--- config.mk ---
export PLATFORM = sky130hd
export DESIGN_NAME = cdr_loop_filter
export DESIGN_NICKNAME = d
export VERILOG_FILES = /design/src/rtl/cdr_loop_filter.sv
export SDC_FILE = /design/constraint.sdc
export NUM_CORES = 1
export LEC_CHECK = 0
export ABC_CLOCK_PERIOD_IN_PS = 4700
export CAP_MARGIN = 20
export CORE_MARGIN = 10
export CORE_UTILIZATION = 60
export DETAILED_ROUTE_END_ITERATION = 10
export DONT_BUFFER_PORTS = 1
export PLACE_DENSITY = 0.76
export SETUP_SLACK_MARGIN = 0.15
export SYNTH_ARGS = -nofsm -noshare
export SYNTH_HDL_FRONTEND = slang
export SYNTH_SLANG_ARGS = --single-unit
--- constraint.sdc ---
create_clock -name clk -period 4.7 [get_ports clk]
set_input_delay 0.94 -clock clk [delete_from_list [all_inputs] [get_ports clk]]
set_output_delay 0.94 -clock clk [all_outputs]
set_load 0.01 [all_outputs]
--- src/rtl/cdr_loop_filter.sv ---
// cdr_loop_filter: bang-bang CDR loop filter.
// Integrates early/late votes into a signed accumulator and issues
// one-cycle inc/dec step pulses to the phase rotator at +/-THRESH.
// After each step a hold-off window discards votes while the loop
// settles. A lock flag tracks long runs without a same-direction
// repeat step: drift clears it, bang-bang dither keeps it.
module cdr_loop_filter #(
  parameter int ACC_W    = 5,
  parameter int THRESH   = 8,
  parameter int HOLDOFF  = 4,
  parameter int LOCK_WIN = 64,
  parameter int LOCK_W   = 7
) (
  input  logic                    clk,
  input  logic                    rst,
  input  logic                    en,
  input  logic                    up,
  input  logic                    dn,
  output logic                    inc,
  output logic                    dec,
  output logic signed [ACC_W-1:0] acc,
  output logic                    locked
);

  typedef enum logic {
    TRACK,
    HOLD
  } state_t;

  typedef enum logic [1:0] {
    DIR_NONE,
    DIR_UP,
    DIR_DN
  } dir_t;

  // The hold counter needs at least one bit even when hold-off is disabled
  localparam int HC_W = (HOLDOFF < 2) ? 1 : $clog2(HOLDOFF + 1);

  localparam logic signed [ACC_W-1:0] POS_TH    = ACC_W'(THRESH);
  localparam logic signed [ACC_W-1:0] NEG_TH    = ACC_W'(-THRESH);
  localparam logic        [HC_W-1:0]  HOLD_LOAD = HC_W'(HOLDOFF);
  localparam logic        [LOCK_W-1:0] QUIET_MAX = LOCK_W'(LOCK_WIN);

  state_t                  state, state_n;
  dir_t                    last_dir, last_dir_n;
  logic [HC_W-1:0]         hold_cnt, hold_cnt_n;
  logic [LOCK_W-1:0]       quiet_cnt, quiet_cnt_n;
  logic signed [ACC_W-1:0] acc_n;
  logic                    inc_n, dec_n, locked_n;

  logic signed [ACC_W-1:0] vote;
  logic signed [ACC_W-1:0] acc_sum;
  logic                    counted;
  logic                    step_up, step_dn, repeat_step;

  // Next-state logic: vote decode, threshold detection, hold-off and lock tracking
  always_comb begin
    state_n     = state;
    last_dir_n  = last_dir;
    hold_cnt_n  = hold_cnt;
    quiet_cnt_n = quiet_cnt;
    acc_n       = acc;
    inc_n       = 1'b0;
    dec_n       = 1'b0;
    locked_n    = locked;
    vote        = '0;
    acc_sum     = acc;
    counted     = 1'b0;
    step_up     = 1'b0;
    step_dn     = 1'b0;
    repeat_step = 1'b0;

    case (state)
      TRACK: begin
        if (en) begin
          if (up && !dn) begin
            vote = ACC_W'(1);
          end else if (dn && !up) begin
            vote = {ACC_W{1'b1}};
          end
        end
        counted = (vote != '0);
        acc_sum = acc + vote;
        step_up = counted && (acc_sum == POS_TH);
        step_dn = counted && (acc_sum == NEG_TH);
        repeat_step = (step_up && (last_dir == DIR_UP)) ||
                      (step_dn && (last_dir == DIR_DN));

        if (step_up || step_dn) begin
          acc_n      = '0;
          inc_n      = step_up;
          dec_n      = step_dn;
          last_dir_n = step_up ? DIR_UP : DIR_DN;
          if (HOLDOFF != 0) begin
            state_n    = HOLD;
            hold_cnt_n = HOLD_LOAD;
          end
          if (repeat_step) begin
            quiet_cnt_n = '0;
            locked_n    = 1'b0;
          end
        end else begin
          acc_n = acc_sum;
          if (counted && (quiet_cnt != QUIET_MAX)) begin
            quiet_cnt_n = quiet_cnt + LOCK_W'(1);
          end
        end

        if (quiet_cnt_n == QUIET_MAX) begin
          locked_n = 1'b1;
        end
      end

      HOLD: begin
        acc_n      = '0;
        hold_cnt_n = hold_cnt - HC_W'(1);
        if (hold_cnt <= HC_W'(1)) begin
          state_n = TRACK;
        end
      end

      default: begin
        state_n = TRACK;
      end
    endcase
  end

  // State and output registers; reset clears any pending step or hold-off
  always_ff @(posedge clk or negedge rst) begin
    if (!rst) begin
      state     <= TRACK;
      last_dir  <= DIR_NONE;
      hold_cnt  <= '0;
      quiet_cnt <= '0;
      acc       <= '0;
      inc       <= 1'b0;
      dec       <= 1'b0;
      locked    <= 1'b0;
    end else begin
      state     <= state_n;
      last_dir  <= last_dir_n;
      hold_cnt  <= hold_cnt_n;
      quiet_cnt <= quiet_cnt_n;
      acc       <= acc_n;
      inc       <= inc_n;
      dec       <= dec_n;
      locked    <= locked_n;
    end
  end

endmodule

==> implementation parameters <==
Parameter                              Value

Drt
  Total wire length after detailed routing    ~2800 um
  Wire length per cell after detailed routing    ~16 um
  DR iter-0 viols    84
  Ratio of routed vias to standard cells    6.02
  Via count    ~1100
  Antenna Nets Post-Route    0
  First drt pass iteration count    4
  Drt drc    0

Global routing
  Total congestion overflow after global routing    0
  Antenna violations before repair    0
  Wire length of the first global-routing pass    roughly 5100 um
  Global routing usage summed across all routing layers    roughly 14%
  Largest net degree at the start of global routing    22
  Via count of the first global-routing pass    1146

STA
  Worst-Margin Slew    roughly 0.73 ns
  Headroom to the max-slew limit    between 50% and 60%
  Fmax    between 200 and 300 MHz
  Final total negative setup slack    0 ns
  Pins over their slew limit    0
  Period Utilization, post-route    between 70% and 80%
  Minimum clock period after layout    3.50 ns
  Finish-stage setup viols    0
  Worst Skew    ~0.010 ns
  Final critical-path setup slack    ~1.2 ns
  Setup repair after global routing missed its margin    false
  Number of hold violations in the final report    0

CTS
  Root Driver    clkbuf_4
  Cts hold-fix bufs    0
  Number of buffers on the longest clock path    2
  Number of buffers inserted by post-CTS setup repair    0
  Total clock buffers created by CTS    3
  TritonCTS sink count    21
  CTS-repair resized insts    0
  Register clock-pin slew on the reported worst setup and hold paths    between 0.1 and 0.15 ns
  Deepest level of the CTS H-tree    1
  CTS tree    done
  Skew-Pair Late Insertion Delay    0.31 ns

Synthesis
  Number of instances in the synthesized netlist    about 150
  Synthesized Nets    between 150 and 200
  Yosys warns    0
  Most frequently used flop master after synthesis    dfrtp_1
  Proportion of synthesized flip-flops having asynchronous set or reset    between 90% and 100%
  Avg Synthesized Cell Area    around 9 um^2
  Number of distinct standard cells referenced by the synthesized netlist    44
  Seq cells post-synth    21
  Sequential area share after synthesis    between 30% and 40%
  Netlist area before placement    1380 um^2
  Post-synth EDFFs    0

Cells and area
  Highest-count cells in the layout ignoring fill and taps    dfrtp_1 (21), nor2_1 (14), a21oi_1 (13), inv_1 (12), ha_1 (8)
  Most common cell after layout, fill and taps aside    dfrtp_1
  Final Instance Count excl. Fillers    about 180
  Layout-stage area growth over the synthesis result    2.09%
  Share of final-layout standard cells stronger than drive strength 1    roughly 7.3%
  Antenna diodes    0
  Number of nets in the finished design    between 150 and 200

Critical path
  Reg2Reg Setup Slack    around 1.8 ns
  Worst R2R Start    acc[1]
  Crit. Startpoint    up
  Arrival time of data at the critical path endpoint    ~3.7 ns
  Startpoint class of the critical path    input port
  Critical path data required time    between 4 and 5 ns
  Class of the most critical setup path    in -> reg
  Maximum net fanout on the critical path    14
  Critical path endpoint category    flip-flop

Floorplan
  Std-Cell Core Area    ~2200 um^2
  Die Span X    68.0 um
  Std-Cell Rows    17
  Initial core utilization    around 62%
  Die area    about 4600 um^2
  Die Height    roughly 68 um
  Count of pins on the block boundary    13

Run status
  Outcome    finished, final reports clean

Placement
  Worst setup timing slack at the placement stage    0.884 ns
  Placed cell count    around 170
  Placed wire-length estimate after detailed placement    2190 um
  Count of port buffers added during placement    0
  Routability-driven placement congestion ratio    ~0.86

Pwr
  Worst IR drop on VDD    approximately 0.00036 V
  Leakage power total    0.599 nW
  Power per cell area    approximately 550 nW/um^2

Job
  Number of maximum-capacitance constraint violations    0

Hold path
  Class of the worst hold path    in -> async
==> path summary, 6_finish.rpt <==
kind / endpoint / cells past startpoint
max: hold_cnt[0] / 10
max reg2reg: hold_cnt[0] / 7
max in group asynchronous: quiet_cnt[4] / 0
min: acc[4] / 0
min in group clk: last_dir[0] / 1
min reg2reg: last_dir[0] / 1
==> stage by stage <==
| step | utilization (%) | instance area, um^2 | total power, mW | hold slack (ns) |
|---|---|---|---|---|
| 5_1_grt | 63.7 | 1410 | 0.841 | 0.285 |
| 4_1_cts | 63.7 | 1410 | 0.772 | 0.303 |
| 2_1_floorplan | - | 1380 | 0.609 | 0.465 |
| 3_3_place_gp | 62.4 | 1380 | 0.660 | 0.476 |
| 6_report | 63.7 | 1410 | 0.769 | 0.300 |
| 3_5_place_dp | 62.4 | 1380 | 0.684 | 0.484 |
==> cells by family (layout without fill, tap and decap cells) <==
family / count (synthesis) / in the layout / synth area share (%)
XOR/XNOR: 5 / 5 / 3.17
AND/OR/NAND/NOR: 61 / 61 / 25.1
flip-flops: 21 / 21 / 38.1
multiplexers: 3 / 3 / 2.27
adder cells (fa/ha/maj): 8 / 8 / 7.25
buffers and inverters: 19 / 16 / 5.71
AO/OA/AOI/OAI: 36 / 36 / 18.4
==> power by group <==
part           switching, mW  internal [mW]  total [mW]
clock network         0.0573         0.0318      0.0892
registers              0.113          0.249       0.362
logic                  0.170          0.148       0.318
total                  0.341          0.428       0.769
==> layer usage <==
metal	up-vias	GRT usage (%)	wire length, um
li1	538	-	-
met1	515	16.3	1240
met2	14	25.1	1440
met3	4	3.10	135
met4	0	3.77	34
met5	-	0	0
==> cell usage after synthesis (all sizes together), types with 2 or more instances <==
| cell type | n | area share (%) |
|---|---|---|
| o31ai | 3 | 1.6 |
| nand2 | 7 | 1.9 |
| a21oi | 13 | 4.7 |
| nor2b | 6 | 2.7 |
| clkbuf | 3 | 0.82 |
| mux2i | 2 | 1.5 |
| nor3 | 6 | 2.2 |
| ha | 8 | 7.3 |
| a22oi | 2 | 1.1 |
| nand2b | 4 | 1.8 |
| xnor2 | 4 | 2.5 |
| o21ai | 3 | 1.1 |
| inv | 12 | 3.3 |
| nor3b | 5 | 3.1 |
| nor4 | 4 | 2.3 |
| a31oi | 2 | 0.91 |
| nand3 | 7 | 2.5 |
| o22ai | 3 | 1.4 |
| dfrtp | 21 | 38 |
| nor2 | 14 | 3.8 |
| buf | 4 | 1.6 |
==> critical path, stage by stage <==
cell and delay [ns]:
inv_1 0.04, ha_1 0.30, nand2_1 0.15, xnor2_1 0.15
ha_1 0.25, nor4bb_1 0.37, nor3_1 0.15, a2111oi_4 0.72
nor2_1 0.29, mux2_2 0.33
==> registers in the layout, summed over array words and instances, names as in the netlist <==
name and cells:
last_dir 2, dec 1, inc 1, state 1, acc 5, locked 1
hold_cnt 3, quiet_cnt 7
==> final cells by class <==
cell class / count / area, um^2
Tap cell: 28 / 35.0
Clock inverter: 1 / 5.00
Fill cell: 189 / 803
Clock buffer: 3 / 22.5
Inverter: 12 / 45.0
Sequential cell: 21 / 526
Multi-Input combinational cell: 113 / 776
(Power assumes the default switching activity.)
